===== src/rtl/alui_pkg.sv =====
// Shared definitions for the ALU-immediate instruction FSM family:
// state encoding, register-select codes and instruction field positions.
package alui_pkg;

  localparam logic [2:0] ST_IDLE   = 3'd0;
  localparam logic [2:0] ST_LOAD1  = 3'd1;
  localparam logic [2:0] ST_LOAD2  = 3'd2;
  localparam logic [2:0] ST_EXEC   = 3'd3;
  localparam logic [2:0] ST_WRITE  = 3'd4;
  localparam logic [2:0] ST_FINISH = 3'd5;
  localparam logic [2:0] ST_HALT   = 3'd6;

  typedef enum logic [2:0] {
    IDLE   = ST_IDLE,
    LOAD1  = ST_LOAD1,
    LOAD2  = ST_LOAD2,
    EXEC   = ST_EXEC,
    WRITE  = ST_WRITE,
    FINISH = ST_FINISH,
    HALT   = ST_HALT
  } alui_state_e;

  localparam logic [2:0] REG_G0 = 3'b000;
  localparam logic [2:0] REG_G1 = 3'b001;
  localparam logic [2:0] REG_G2 = 3'b010;
  localparam logic [2:0] REG_G3 = 3'b011;
  localparam logic [2:0] REG_P0 = 3'b100;
  localparam logic [2:0] REG_P1 = 3'b101;

  localparam int OPC_MSB = 15;
  localparam int OPC_LSB = 12;
  localparam int SEL_MSB = 11;
  localparam int SEL_LSB = 9;
  localparam int IMM_MSB = 8;
  localparam int IMM_LSB = 0;

endpackage


===== src/rtl/alui_reg_decode.sv =====
// Maps a 3-bit register select plus load/drive enables onto the per-register
// Rx_in / Rx_out lines; codes 110/111 select nothing.
module alui_reg_decode
  import alui_pkg::*;
(
  input  logic [2:0] sel,
  input  logic       in_en,
  input  logic       out_en,
  output logic       G0_in,
  output logic       G0_out,
  output logic       G1_in,
  output logic       G1_out,
  output logic       G2_in,
  output logic       G2_out,
  output logic       G3_in,
  output logic       G3_out,
  output logic       P0_in,
  output logic       P0_out,
  output logic       P1_in,
  output logic       P1_out
);

  always_comb begin
    G0_in = 1'b0; G0_out = 1'b0;
    G1_in = 1'b0; G1_out = 1'b0;
    G2_in = 1'b0; G2_out = 1'b0;
    G3_in = 1'b0; G3_out = 1'b0;
    P0_in = 1'b0; P0_out = 1'b0;
    P1_in = 1'b0; P1_out = 1'b0;
    case (sel)
      REG_G0: begin G0_in = in_en; G0_out = out_en; end
      REG_G1: begin G1_in = in_en; G1_out = out_en; end
      REG_G2: begin G2_in = in_en; G2_out = out_en; end
      REG_G3: begin G3_in = in_en; G3_out = out_en; end
      REG_P0: begin P0_in = in_en; P0_out = out_en; end
      REG_P1: begin P1_in = in_en; P1_out = out_en; end
      default: ;
    endcase
  end

endmodule


===== src/rtl/alui_fsm.sv =====
// ALU-immediate instruction sequencer: latches the instruction in IDLE and
// steps through the operand-load / execute / write-back / finish strobes.
//
//   state  | meaning
//   IDLE   | sample instruction word
//   LOAD1  | selected register -> ALU operand 1
//   LOAD2  | immediate -> ALU operand 2
//   EXEC   | latch ALU result
//   WRITE  | ALU result -> selected register
//   FINISH | PC increment, done
//   HALT   | done held until reset
module alui_fsm
  import alui_pkg::*;
(
  input  logic        clk,
  input  logic        rst,
  input  logic [15:0] fullBitNum,
  output logic        PC_inc,
  output logic        ALUin1,
  output logic        ALUin2,
  output logic        ALU_outlach,
  output logic        ALU_outEN,
  output logic        done,
  output logic        immediate_out,
  output logic [15:0] param2num,
  output logic        G0_in,
  output logic        G0_out,
  output logic        G1_in,
  output logic        G1_out,
  output logic        G2_in,
  output logic        G2_out,
  output logic        G3_in,
  output logic        G3_out,
  output logic        P0_in,
  output logic        P0_out,
  output logic        P1_in,
  output logic        P1_out
);

  alui_state_e state;
  logic [2:0]  sel_q;
  logic [8:0]  imm_q;
  logic        reg_in_en;
  logic        reg_out_en;

  // Opcode belongs to the instruction decoder upstream, not to this block.
  logic unused_opcode;
  assign unused_opcode = ^fullBitNum[OPC_MSB:OPC_LSB];

  // Outputs are registered from the current state, so they trail it by one edge.
  always_ff @(posedge clk) begin
    if (rst) begin
      state         <= IDLE;
      sel_q         <= '0;
      imm_q         <= '0;
      PC_inc        <= 1'b0;
      ALUin1        <= 1'b0;
      ALUin2        <= 1'b0;
      ALU_outlach   <= 1'b0;
      ALU_outEN     <= 1'b0;
      done          <= 1'b0;
      immediate_out <= 1'b0;
      reg_in_en     <= 1'b0;
      reg_out_en    <= 1'b0;
    end else begin
      PC_inc        <= 1'b0;
      ALUin1        <= 1'b0;
      ALUin2        <= 1'b0;
      ALU_outlach   <= 1'b0;
      ALU_outEN     <= 1'b0;
      done          <= 1'b0;
      immediate_out <= 1'b0;
      reg_in_en     <= 1'b0;
      reg_out_en    <= 1'b0;
      case (state)
        IDLE: begin
          sel_q <= fullBitNum[SEL_MSB:SEL_LSB];
          imm_q <= fullBitNum[IMM_MSB:IMM_LSB];
          state <= LOAD1;
        end
        LOAD1: begin
          reg_out_en <= 1'b1;
          ALUin1     <= 1'b1;
          state      <= LOAD2;
        end
        LOAD2: begin
          immediate_out <= 1'b1;
          ALUin2        <= 1'b1;
          state         <= EXEC;
        end
        EXEC: begin
          ALU_outlach <= 1'b1;
          state       <= WRITE;
        end
        WRITE: begin
          ALU_outEN <= 1'b1;
          reg_in_en <= 1'b1;
          state     <= FINISH;
        end
        FINISH: begin
          PC_inc <= 1'b1;
          done   <= 1'b1;
          state  <= HALT;
        end
        HALT: begin
          done  <= 1'b1;
          state <= HALT;
        end
        default: state <= IDLE;
      endcase
    end
  end

  assign param2num = {7'b0, imm_q};

  alui_reg_decode u_reg_decode (
    .sel    (sel_q),
    .in_en  (reg_in_en),
    .out_en (reg_out_en),
    .G0_in  (G0_in),
    .G0_out (G0_out),
    .G1_in  (G1_in),
    .G1_out (G1_out),
    .G2_in  (G2_in),
    .G2_out (G2_out),
    .G3_in  (G3_in),
    .G3_out (G3_out),
    .P0_in  (P0_in),
    .P0_out (P0_out),
    .P1_in  (P1_in),
    .P1_out (P1_out)
  );

endmodule


===== config.mk =====
export PLATFORM = sky130hd
export DESIGN_NAME = alui_fsm
export DESIGN_NICKNAME = d
export VERILOG_FILES = /design/src/rtl/alui_pkg.sv /design/src/rtl/alui_reg_decode.sv /design/src/rtl/alui_fsm.sv
export SDC_FILE = /design/constraint.sdc
export NUM_CORES = 1
export LEC_CHECK = 0
export ABC_AREA = 1
export BUFFER_PORTS_ARGS = -buffer_cell sky130_fd_sc_hd__buf_4
export CAP_MARGIN = 5
export CORE_ASPECT_RATIO = 1.75
export CORE_UTILIZATION = 31
export CTS_BUF_LIST = sky130_fd_sc_hd__clkbuf_2
export DETAILED_ROUTE_END_ITERATION = 12
export GPL_TIMING_DRIVEN = 0
export PLACE_DENSITY = 0.69
export SYNTH_ARGS = -nofsm -noshare
export SYNTH_HDL_FRONTEND = slang
export SYNTH_SLANG_ARGS = --single-unit

===== constraint.sdc =====
create_clock -name clk -period 1.34 [get_ports clk]
set_input_delay 0.067 -clock clk [delete_from_list [all_inputs] [get_ports clk]]
set_output_delay 0.067 -clock clk [all_outputs]
set_load 0.005 [all_outputs]

==> flow_metrics.tcl, run 1 <==
set metrics [dict create \
    finalSetupViolations 0 \
    maxSlewViolCount 0 \
    synth_area_leaders "dfxtp_1 42%, nor2_1 11%, nand3_1 11%" \
    clock_latency_ps 320 \
    p_leak_nw 0.760 \
    critical_path_class "reg -> out" \
    finalNetCount 213 \
    status "completed" \
    clk_pin_slew_worst_paths_ps 190 \
    skew_ps 11.5 \
    worstHoldPathCells 5 \
    hpwl_um 1700 \
    rows 26 \
    postRouteAntennaNets 0 \
    syn2layout_area_growth_pct 41.6 \
    drc_errors 0 \
    synth.distinct_cells 14 \
    cts_buffer_depth 2 \
    grt_pass1_vias 910 \
    grt_first_pass_wirelength_um 3610 \
    clockRootBuffer "clkbuf_2" \
    gp_congestion 0.756 \
    num_io_pins 53 \
    hold_viol_final 0 \
    synth_seq_cells 21 \
    drive_gt1_frac 0.335 \
    fp.dieArea_mm2 0.00346 \
    synth_warnings 0 \
    syn_inst 142 \
    power_density_mw_per_mm2 932 \
    synth_top_area_frac 0.421 \
    yosysSeqAreaShare 0.421 \
    antenna_found_initial 0 \
    rsz0062_at_grt "no" \
    clkSinkCount 21 \
    wl_um 2140 \
    first_pass_iters 4 \
    vias_per_cell 4.17 \
    core_area_mm2 0.00299 \
    overflow 0 \
    yosysTopAreaCell "dfxtp_1" \
    critPathCaptureType "primary output" \
    avgSynthCellArea_um2 7.03 \
    critPathMaxFanout 4 \
    antenna_cells 0 \
    finalCritPeriodShare 0.887 \
    htree_levels 1 \
    hp-class "in -> reg" \
    grt_start_max_net_pins 12 \
    cts_buffers 3 \
    die_w_um 44.9 \
    max_cap_viol_count 0 \
    dieHeight_um 77.1 \
    worst-r2r-cell-count 5 \
    arrival_ps 1120 \
    power_mw 1.32 \
    period_minus_slack_ps 1190 \
    cp_data_required_time_ps 1270 \
    drtIter0Drc 18 \
    max_freq_mhz 842 \
    start_util 0.334 \
    final.setup.tns_ps 0 \
    wire_per_inst_um 9.07 \
    synth_area_um2 998 \
    tritoncts "done" \
    ir_drop_mv 0.458 \
    grt_usage 0.137 \
    startpoint_type "register" \
    vias 984 \
    io_buffer_count 41 \
]
stage by stage:
| step | worst slack [ps] | utilization | instance area (µm²) | hold WS (ps) | instances |
|---|---|---|---|---|---|
| after floorplan | 401 | - | 1020 | 136 | 148 |
| after global placement | 318 | 0.462 | 1380 | 272 | 231 |
| after detailed placement | 308 | 0.462 | 1380 | 279 | 231 |
| after CTS | 87.7 | 0.472 | 1410 | 32.5 | 236 |
| after global routing | 11.4 | 0.472 | 1410 | 41.6 | 236 |
| final | 152 | 0.472 | 1410 | 38.6 | 236 |
synthesized netlist by cell type (all sizes together):
cell,instances
nand2,16
nand3,22
inv,23
nor2,31
buf,14
nor3,1
conb,1
a21oi,13
dfxtp,21
area by class of cell:
| type | count | area (µm²) |
|---|---|---|
| Buffer | 14 | 115 |
| Clock buffer | 4 | 20.0 |
| Fill cell | 334 | 1580 |
| Inverter | 23 | 86.3 |
| Multi-Input combinational cell | 90 | 399 |
| Sequential cell | 21 | 423 |
| Tap cell | 42 | 52.6 |
| Timing Repair Buffer | 42 | 318 |
per-layer routing:
metal  wire length, µm  share of wire  track usage  up-vias
met5                 0              0            0        -
met4                49          0.023       0.0727        0
met3               128          0.060      0.00941        4
met2              1180           0.55        0.265       37
met1               779           0.36        0.130      419
li1                  -              -            -      524
cells in the final DEF (no fill, tap or decap), drive strengths merged:
master,Yosys,final
inv,23,23
nand3,22,22
clkbuf,0,4
dlygate4sd3,0,1
nand2,16,16
dfxtp,21,21
nor3,1,1
a21oi,13,13
nor2,31,31
buf,14,55
conb,1,7
registers in the layout, summed over array words and instances, names as in the netlist:
register,flops
imm_q,9
sel_q,3
state,3
ALU_outlach,1
PC_inc,1
done,1
immediate_out,1
reg_in_en,1
reg_out_en,1
power by group:
group          total, mW  internal (mW)  switching, mW  leakage, nW
Clock              0.261         0.0790          0.182       0.0166
Combinational      0.334          0.175          0.159        0.570
Sequential         0.723          0.682         0.0411        0.174
Total               1.32          0.936          0.382        0.760
logic make-up (layout without fill, tap and decap cells):
group                  count (synthesis)  count (layout)  synth area share
AOI/OAI and AO/OA                     13              13            0.0689
buffers and inverters                 37              83             0.202
DFF                                   21              21             0.421
other                                  1               7           0.00376
and+or+nand+nor                       70              70             0.305
worst max-delay path, cell delays in order, from the launching register on:
cell and delay [ps]:
dfxtp_2 370, inv_1 100, nand3_1 100, nor2_1 110, buf_4 120
repair_timing:
item	CTS	global route
hold endpoints to repair	4	0
hold buffers	1	0
setup buffers	0	0
endpoints found under the setup margin	0	2
resized for setup	0	2
worst paths after layout:
kind | slack, ps | to | from
worst min-delay path | 40 | imm_q[6] | fullBitNum[6]
worst max-delay path | 150 | G3_in | sel_q[2]
worst min register to register | 510 | imm_q[8] | imm_q[8]
worst max register to register | 290 | sel_q[1] | state[2]
Note: power is estimated with default switching activity, not from simulation.
==> run 2: changes to the inputs <==
--- a/config.mk
+++ b/config.mk
@@ -13,6 +13,7 @@
 export CTS_BUF_LIST = sky130_fd_sc_hd__clkbuf_2
 export DETAILED_ROUTE_END_ITERATION = 12
 export GPL_TIMING_DRIVEN = 0
+export HOLD_SLACK_MARGIN = 0.05
 export PLACE_DENSITY = 0.69
 export SYNTH_ARGS = -nofsm -noshare
 export SYNTH_HDL_FRONTEND = slang
==> flow_metrics.tcl, run 2 (same netlist as run 1, synthesis figures left out) <==
set metrics [dict create \
    max_cap_viol_count 0 \
    post_cts_buffers 0 \
    hold_viol_final 0 \
    drtIter0Drc 12 \
    final_cell_mix "49 x buf_4, 30 x nor2_1, 22 x inv_1, 22 x nand3_1, 19 x dfxtp_1" \
    maxSlewViolCount 0 \
    critPathCaptureType "primary output" \
    pre_cts_slack_ps 308 \
    clockRootBuffer "clkbuf_2" \
    status "completed" \
    skew_ps 11.7 \
    grt_usage 0.145 \
    final.setup.tns_ps 0 \
    cp_data_required_time_ps 1270 \
    num_io_pins 53 \
    wire_per_inst_um 9.23 \
    reg_top3 "imm_q (9), sel_q (3), state (3)" \
    gp_congestion 0.756 \
    io_buffer_count 41 \
    finalSetupViolations 0 \
    rsz0062_at_grt "no" \
    p_leak_nw 0.793 \
    cts_buffers 3 \
    top_register "imm_q" \
    fp.dieArea_mm2 0.00346 \
    power_mw 1.33 \
    wl_um 2250 \
    power_density_mw_per_mm2 892 \
    max_freq_mhz 849 \
    multi_input_area_um2 399 \
    postRouteAntennaNets 0 \
    syn2layout_area_growth_pct 49.6 \
    critical_path_class "reg -> out" \
    holdWs_ps 68.2 \
    clkSinkCount 21 \
    drc_errors 0 \
    antenna_found_initial 0 \
    dieHeight_um 77.1 \
    hpwl_um 1700 \
    antenna_cells 0 \
    htree_levels 1 \
    drive_gt1_frac 0.322 \
    cts_buffer_depth 2 \
    period_minus_slack_ps 1180 \
    stdcell_count 244 \
    r2r_slack_ps 290 \
    final_common_cell "buf_4" \
    clock_latency_ps 310 \
    grt_first_pass_wirelength_um 3820 \
    tritoncts "done" \
    arrival_ps 1110 \
    die_w_um 44.9 \
    hp-class "in -> reg" \
    overflow 0 \
    largest_reg_flops 9 \
    first_pass_iters 4 \
    ir_drop_mv 0.460 \
    finalCritPeriodShare 0.879 \
    setup_ws_ps 162 \
    clk_pin_slew_worst_paths_ps 190 \
    critPathMaxFanout 4 \
    finalNetCount 221 \
    fill_cells 324 \
    start_util 0.334 \
    grt_start_max_net_pins 12 \
    vias_per_cell 4.16 \
    ff_latch_area_um2 423 \
    core_area_mm2 0.00299 \
    startpoint_type "register" \
    grt_pass1_vias 952 \
    placed_cells 231 \
    rows 26 \
    vias 1015 \
]
run 2: cell count changes in the layout (fill, tap and decap cells not counted), sizes merged:
| cell | change |
|---|---|
| dlygate4sd3 | +8 |
run 2: what timing repair did:
action                                  in CTS  in global routing
endpoints found under the hold margin       12                  0
resized for setup                            0                  2
endpoints found under the setup margin       0                  2
hold buffers                                 9                  0
run 2: final cells by class:
type | count | share of cell area
sequential | 21 | 0.283
buffer | 14 | 0.0771
tap | 42 | 0.0352
timing repair buffer | 50 | 0.266
clock buffer | 4 | 0.0134
multi-input combinational | 90 | 0.267
inverter | 23 | 0.0578
run 2: worst max-delay path: stages (launching register included):
cell     delay (ps)
dfxtp_2         370
inv_1           100
nand3_1         100
nor2_1          110
buf_4           120
run 2: report_power, final:
| part | total, mW | switching (mW) | internal [mW] | leakage (nW) |
|---|---|---|---|---|
| Combinational | 0.354 | 0.164 | 0.190 | 0.603 |
| Sequential | 0.723 | 0.0412 | 0.682 | 0.174 |
| Clock | 0.256 | 0.177 | 0.0791 | 0.0166 |
| Total | 1.33 | 0.382 | 0.951 | 0.793 |
run 2: path summary, 6_finish.rpt:
check	endpoint	cells after the start	from
setup / recovery	G3_in	4	sel_q[2]
hold / removal	imm_q[5]	5	fullBitNum[5]
setup reg to reg	sel_q[1]	5	state[2]
hold reg to reg	imm_q[8]	2	imm_q[8]
run 2: metrics by stage:
step / instance area (µm²) / util
floorplan: 1020 / -
global placement: 1380 / 0.462
detailed placement: 1380 / 0.462
CTS: 1490 / 0.498
global route: 1490 / 0.499
finish: 1490 / 0.499
run 2: metal layers:
layer	global-route usage	wire length (µm)	vias up
met5	0	0	-
met4	0.0727	46	0
met3	0.00706	115	4
met2	0.284	1270	35
met1	0.139	819	436
li1	-	-	540
==> run 3: changes to the inputs <==
--- a/config.mk
+++ b/config.mk
@@ -14,7 +14,8 @@
 export DETAILED_ROUTE_END_ITERATION = 12
 export GPL_TIMING_DRIVEN = 0
 export HOLD_SLACK_MARGIN = 0.05
-export PLACE_DENSITY = 0.69
+export PLACE_DENSITY = 0.68
+export RECOVER_POWER = 50
 export SYNTH_ARGS = -nofsm -noshare
 export SYNTH_HDL_FRONTEND = slang
 export SYNTH_SLANG_ARGS = --single-unit
==> flow_metrics.tcl, run 3 (same netlist as run 1, synthesis figures left out) <==
set metrics [dict create \
    status "completed" \
    drc_errors 0 \
    postRouteAntennaNets 0 \
    arrival_ps 1450 \
    period_minus_slack_ps 1200 \
    wl_um 2160 \
    htree_levels 1 \
    core_area_mm2 0.00299 \
    num_io_pins 53 \
    skew_ps 2.16 \
    critPathMaxFanout 10 \
    antenna_found_initial 0 \
    critical_path_class "reg -> reg" \
    rsz0062_at_grt "no" \
    stdcell_count 245 \
    power_density_mw_per_mm2 895 \
    vias_per_cell 4.12 \
    grt_usage 0.143 \
    vias 1009 \
    overflow 0 \
    first_pass_iters 4 \
    final_cell_mix "33 x buf_4, 30 x nor2_1, 22 x inv_1, 22 x nand3_1, 20 x dfxtp_1" \
    hold_viol_final 0 \
    cts_buffers 3 \
    max_freq_mhz 835 \
    clkSinkCount 21 \
    final_common_cell "buf_4" \
    reg_top3 "imm_q (9), sel_q (3), state (3)" \
    max_cap_viol_count 0 \
    critPathCaptureType "register" \
    clockRootBuffer "clkbuf_2" \
    grt_start_max_net_pins 13 \
    die_w_um 44.9 \
    ir_drop_mv 0.418 \
    grt_first_pass_wirelength_um 3860 \
    maxSlewViolCount 0 \
    fp.dieArea_mm2 0.00346 \
    syn2layout_area_growth_pct 48.1 \
    finalNetCount 222 \
    clk_pin_slew_worst_paths_ps 190 \
    io_buffer_count 41 \
    drtIter0Drc 13 \
    placed_cells 231 \
    dieHeight_um 77.1 \
    clock_latency_ps 320 \
    cp_data_required_time_ps 1590 \
    p_leak_nw 0.783 \
    top_register "imm_q" \
    cts_buffer_depth 2 \
    antenna_cells 0 \
    tritoncts "done" \
    grt_pass1_vias 945 \
    rows 26 \
    hpwl_um 1600 \
    largest_reg_flops 9 \
    post_cts_buffers 0 \
    finalSetupViolations 0 \
    hp-class "in -> reg" \
    startpoint_type "register" \
    start_util 0.334 \
    wire_per_inst_um 8.82 \
    drive_gt1_frac 0.310 \
    gp_congestion 0.791 \
    final.setup.tns_ps 0 \
    finalCritPeriodShare 0.894 \
]
## run 3: report_power, final
part / switching [mW] / leakage (nW) / internal, mW
Clock: 0.194 / 0.0164 / 0.0676
Combinational: 0.160 / 0.593 / 0.180
Sequential: 0.0409 / 0.174 / 0.681
## run 3: timing repair
action,4_1_cts,5_1_grt
hold buffers,10,0
hold endpoints to repair,13,0
gates resized for setup,0,1
setup endpoints to repair,0,1
## run 3: layer usage
layer | part of all wire | global-route usage | vias up
li1 | - | - | 540
met1 | 0.35 | 0.141 | 425
met2 | 0.56 | 0.274 | 39
met3 | 0.057 | 0.00941 | 5
met4 | 0.024 | 0.0727 | 0
met5 | 0 | 0 | -
## run 3: per-stage QoR
stage	total power [mW]	util	hold WS (ps)	worst slack (ps)	instance area, µm²
detailed placement	1.07	0.462	274	316	1380
floorplan	0.937	-	136	401	1020
finish	1.32	0.494	47.5	142	1480
global placement	1.06	0.462	272	315	1380
global route	1.41	0.494	78.1	10.2	1480
CTS	1.35	0.502	50.8	103	1500
## run 3: worst paths after layout
path	startpoint	endpoint	slack, ps	cells after the start
min	fullBitNum[8]	imm_q[8]	50	5
max	state[2]	imm_q[8]	140	5
max reg2reg	state[2]	imm_q[8]	140	5
min reg2reg	imm_q[3]	imm_q[3]	510	2
## run 3: layout make-up
type / count / area, µm²
inverters: 23 / 86.3
clock buffers: 3 / 15.0
multi-input cells: 90 / 394
well taps: 42 / 52.6
flip-flops and latches: 21 / 422
repair buffers: 51 / 408
clock inverters: 1 / 5.00
plain buffers: 14 / 96.3
fillers: 339 / 1510
## run 3: critical path, stage by stage, from the launching register on
cell      delay (ps)
dfxtp_1          440
inv_2             50
clkbuf_2         180
clkbuf_2         220
a21oi_1          170
nor2_1            60
